File: src/rtl/pot_paddle_emu.sv
`default_nettype none
// ============================================================================
//  Module   : pot_paddle_emu
//  Purpose  : Emulates one POKEY paddle line by raising pot_in at the scan
//             count equal to a programmed position, tracking POTGO timing.
//  Revision : 1.0  initial release
// ============================================================================
module pot_paddle_emu #(
    parameter int ARM_DELAY = 16,
    parameter int MIN_COUNT = 5,
    parameter int MAX_COUNT = 228
) (
    input  logic       clk,
    input  logic       rst,
    input  logic       POTGO,
    input  logic [7:0] pot_value,
    input  logic       pot_we,
    input  logic       pot_enable,
    output logic       pot_in,
    output logic       scan_done,
    output logic [7:0] cur_target,
    output logic [1:0] emu_state
);

    localparam logic [7:0] c_arm_delay = 8'(ARM_DELAY);
    localparam logic [7:0] c_min_count = 8'(MIN_COUNT);
    localparam logic [7:0] c_max_count = 8'(MAX_COUNT);
    localparam logic [7:0] c_min_m1    = 8'(MIN_COUNT - 1);
    localparam logic [7:0] c_max_m1    = 8'(MAX_COUNT - 1);

    typedef enum logic [1:0] {
        S_IDLE = 2'd0,
        S_ARM  = 2'd1,
        S_SCAN = 2'd2
    } state_t;

    state_t     r_state;
    logic [7:0] r_cnt;
    logic [7:0] r_shadow;
    logic       r_open;

    logic [7:0] w_value;
    logic [7:0] w_clamped;
    logic       w_open;
    logic [7:0] w_cnt_inc;
    logic       w_exit;

    // A write on the scan-entry edge must win over the stale shadow value.
    assign w_value   = pot_we ? pot_value : r_shadow;
    assign w_clamped = (w_value < c_min_count) ? c_min_count : w_value;
    assign w_open    = !pot_enable || (w_value > c_max_count);
    assign w_cnt_inc = r_cnt + 8'd1;
    assign w_exit    = (r_cnt > c_min_m1) && (pot_in || (r_cnt > c_max_m1));

    assign emu_state = r_state;

    always_ff @(posedge clk) begin
        if (rst) begin
            r_state    <= S_IDLE;
            r_cnt      <= 8'd0;
            r_shadow   <= 8'd0;
            r_open     <= 1'b0;
            cur_target <= c_min_count;
            pot_in     <= 1'b0;
            scan_done  <= 1'b0;
        end else begin
            scan_done <= 1'b0;
            if (pot_we) begin
                r_shadow <= pot_value;
            end
            case (r_state)
                S_SCAN: begin
                    if (w_exit) begin
                        r_state   <= S_IDLE;
                        r_cnt     <= 8'd0;
                        pot_in    <= 1'b0;
                        scan_done <= 1'b1;
                    end else begin
                        r_cnt  <= w_cnt_inc;
                        // Looking at the next count puts pot_in high in the cycle cnt equals T.
                        pot_in <= !r_open && (w_cnt_inc >= cur_target);
                    end
                end
                default: begin
                    pot_in <= 1'b0;
                    if (!POTGO) begin
                        r_state <= S_IDLE;
                        r_cnt   <= 8'd0;
                    end else if (r_cnt <= c_arm_delay) begin
                        r_state <= S_ARM;
                        r_cnt   <= w_cnt_inc;
                    end else begin
                        r_state    <= S_SCAN;
                        r_cnt      <= 8'd0;
                        r_open     <= w_open;
                        cur_target <= w_open ? c_max_count : w_clamped;
                    end
                end
            endcase
        end
    end

endmodule
`default_nettype wire

File: config.mk
export PLATFORM = sky130hd
export DESIGN_NAME = pot_paddle_emu
export DESIGN_NICKNAME = d
export VERILOG_FILES = /design/src/rtl/pot_paddle_emu.sv
export SDC_FILE = /design/constraint.sdc
export NUM_CORES = 1
export LEC_CHECK = 0
export ABC_AREA = 1
export ABC_CLOCK_PERIOD_IN_PS = 2800
export BUFFER_PORTS_ARGS = -buffer_cell sky130_fd_sc_hd__buf_2
export CORE_UTILIZATION = 35
export DETAILED_ROUTE_END_ITERATION = 8
export HOLD_SLACK_MARGIN = 0.06
export PLACE_DENSITY = 0.56
export SETUP_SLACK_MARGIN = 0.1
export SLEW_MARGIN = 20
export SYNTH_ARGS = -nofsm -noshare
export SYNTH_HDL_FRONTEND = slang
export SYNTH_SLANG_ARGS = --single-unit
export TNS_END_PERCENT = 10
File: constraint.sdc
create_clock -name clk -period 2.8 [get_ports clk]
set_clock_uncertainty 0.1 [all_clocks]
set_input_delay 0.56 -clock clk [delete_from_list [all_inputs] [get_ports clk]]
set_output_delay 0.56 -clock clk [all_outputs]
set_load 0.01 [all_outputs]
==> results.tsv <==
stage	metric	value	unit
cells_and_area	fin nets	270	
clocking	Clk Latency, worst-skew pair	0.28	ns
routing	DR pass1 iterations	4	
routing	via/cell ratio	4.46	
sta	Period minus WS final	2.12	ns
clocking	H-Tree Depth	2	
sta	Setup TNS Final	0	ns
yosys	post-synthesis register bit count	29	
routing	via count	1326	
min_path	Hold Crit Class	reg2reg	
cells_and_area	commonest cells after routing, fill and taps aside	57 x nand2_1, 39 x inv_1, 29 x dfxtp_1	
routing	drt total wl	3130	um
grt	grt total ovfl	0	
worst_setup_path	critical path required time	2.93	ns
sta	Max Freq	471	MHz
cells_and_area	final-layout fill cell count	449	
worst_setup_path	worst-path maximum fanout	7	
cells_and_area	final design utilization	0.434	
clocking	root buffer cell	clkbuf_8	
cells_and_area	layout cells sized above 1	0.194	
die	DIE HEIGHT	68.6	um
die	I/O pin count	25	
clocking	post-cts resize count	0	
yosys	syn nets	243	
grt	vias in the first global route	1240	
worst_setup_path	arrival time at the worst endpoint	2.25	ns
sta	Slew HR	0.750	
power_and_ir_drop	Power Density	468	mW/mm^2
placement	gp weighted congestion	0.765	
power_and_ir_drop	VDD IR max	198	uV
routing	drt initial violations	59	
placement	port bufs	24	
sta	Fin. Hold Viols	0	
routing	Residual DRC	0	
die	Placeable Area	0.00412	mm^2
clocking	CTS Hold Bufs	0	
yosys	Post-Syn Instances	220	
yosys	Seq/Total Area, Yosys	0.374	
die	Rows	23	
min_path	min-delay src	emu_state[1]	
status	status	complete, no violations	
power_and_ir_drop	Leakage Power	0.979	nW
sta	final setup violation count	0	
yosys	syn_area_per_cell	7.05	um^2
grt	total track usage	0.163	
cells_and_area	Antenna diodes	0	
flow_run	Max Cap Viol	0	
die	DIE AREA	0.00470	mm^2
placement	DP Wirelength	2410	um
die	Die Width	68.6	um
clocking	clk sink count	29	
routing	antenna viol nets, final	0	
die	Initial Utilization	0.377	
cells_and_area	layout overhead on the synthesized area	15.2	%
yosys	Unique masters post-synth	28	
cells_and_area	most common cell after layout, fill and taps aside	nand2_1	
sta	Slew Limit Fails	0	
clocking	number of post-CTS setup repair buffers	0	
routing	DR WL/cell	10.5	um
worst_setup_path	CP Launch Point	r_cnt[4]	
grt	first-pass GRT wire length	5390	um
worst_setup_path	worst r2r src	r_cnt[4]	
clocking	clock tree buffer depth	2	
yosys	YS warnings	0	
sta	Tcrit/Tclk final	0.758	
yosys	Netlist Area Pre-Place	0.00155	mm^2
sta	worst slew pin tran	0.373	ns
clocking	Reg clk slew, reported paths	0.06	ns
worst_setup_path	crit end category	flip-flop	
worst_setup_path	CP Launch Type	flip-flop	
clocking	CTS tree	done	
worst_setup_path	WS Path Type	reg2reg	
sta	RSZ-0062 raised after global routing	false	
grt	initial antenna violation count	0	
grt	largest net degree at the start of global routing	15	
clocking	Inserted Clock Buffers	5	
cells in the mapped netlist (all sizes together):
library cell  count  area (um^2)
a21boi            3         22.5
a21oi            17         85.1
buf               3         30.0
clkbuf            1         3.75
clkinv            1         3.75
dfxtp            29          581
ha               10          125
inv              45          171
nand2            59          226
nand3            12         82.6
nand3b            1         7.51
nand4             3         18.8
nor2             21         88.8
nor3              2         15.0
nor4              1         6.26
o21ai             6         30.0
o22ai             1         12.5
or2               1         6.26
xor2              4         35.0
kinds of logic (layout without fill, tap and decap cells):
kind of cell	after synthesis	after routing	synth area share
xor+xnor	4	4	0.0226
fa+ha+maj	10	10	0.0806
buf+inv	50	77	0.135
flops	29	29	0.374
simple gates	100	100	0.291
compound gates	27	27	0.0968
final cells by class:
cell class                      count  area (um^2)  area share
Multi-Input combinational cell    141          762       0.426
Sequential cell                    29          581       0.325
Inverter                           46          175      0.0980
Timing Repair Buffer               24          120      0.0672
Clock buffer                        7         86.3      0.0483
Tap cell                           50         62.6      0.0350
through the flow:
stage / setup WS (ns) / total power, mW / cell area, um^2 / instances / hold slack, ns
2_1_floorplan: 0.848 / 0.479 / 1550 / 220 / 0.333
3_3_place_gp: 0.742 / 0.498 / 1700 / 290 / 0.339
3_5_place_dp: 0.703 / 0.499 / 1700 / 290 / 0.336
4_1_cts: 0.680 / 0.850 / 1790 / 297 / 0.345
5_1_grt: 0.408 / 0.886 / 1790 / 297 / 0.384
6_report: 0.677 / 0.836 / 1790 / 297 / 0.342
final timing paths:
path                    end  slack (ns)  cells past startpoint
setup / recovery     pot_in        0.68                     11
setup reg to reg     pot_in        0.68                     11
hold / removal    scan_done        0.34                      2
hold reg to reg   scan_done        0.34                      2
routing by layer:
layer | wire length (um) | track usage
met5 | 0 | 0
met4 | 72 | 0.0781
met3 | 112 | 0.0592
met2 | 1290 | 0.244
met1 | 1650 | 0.206
critical path: stages, from the launching register on:
cell and delay, ns:
dfxtp_1 0.46, nand4_1 0.11, or2_2 0.29, xor2_1 0.17
inv_1 0.06, ha_1 0.30, inv_1 0.04, nor3_1 0.22
nand4_1 0.12, nand4_1 0.10, nand2_1 0.05, inv_1 0.04
registers in the layout, summed over array words and instances, names as in the netlist:
name and flops:
pot_in 1, emu_state 2, r_cnt 8, r_open 1, cur_target 8, r_shadow 8, scan_done 1
power breakdown:
| group | switching [mW] | internal, mW | total (mW) | leakage, nW |
|---|---|---|---|---|
| logic | 0.0401 | 0.0232 | 0.0634 | 0.699 |
| registers | 0.00354 | 0.422 | 0.426 | 0.236 |
| clock network | 0.153 | 0.195 | 0.347 | 0.0443 |
| total | 0.197 | 0.640 | 0.836 | 0.979 |
(Power assumes the default switching activity.)
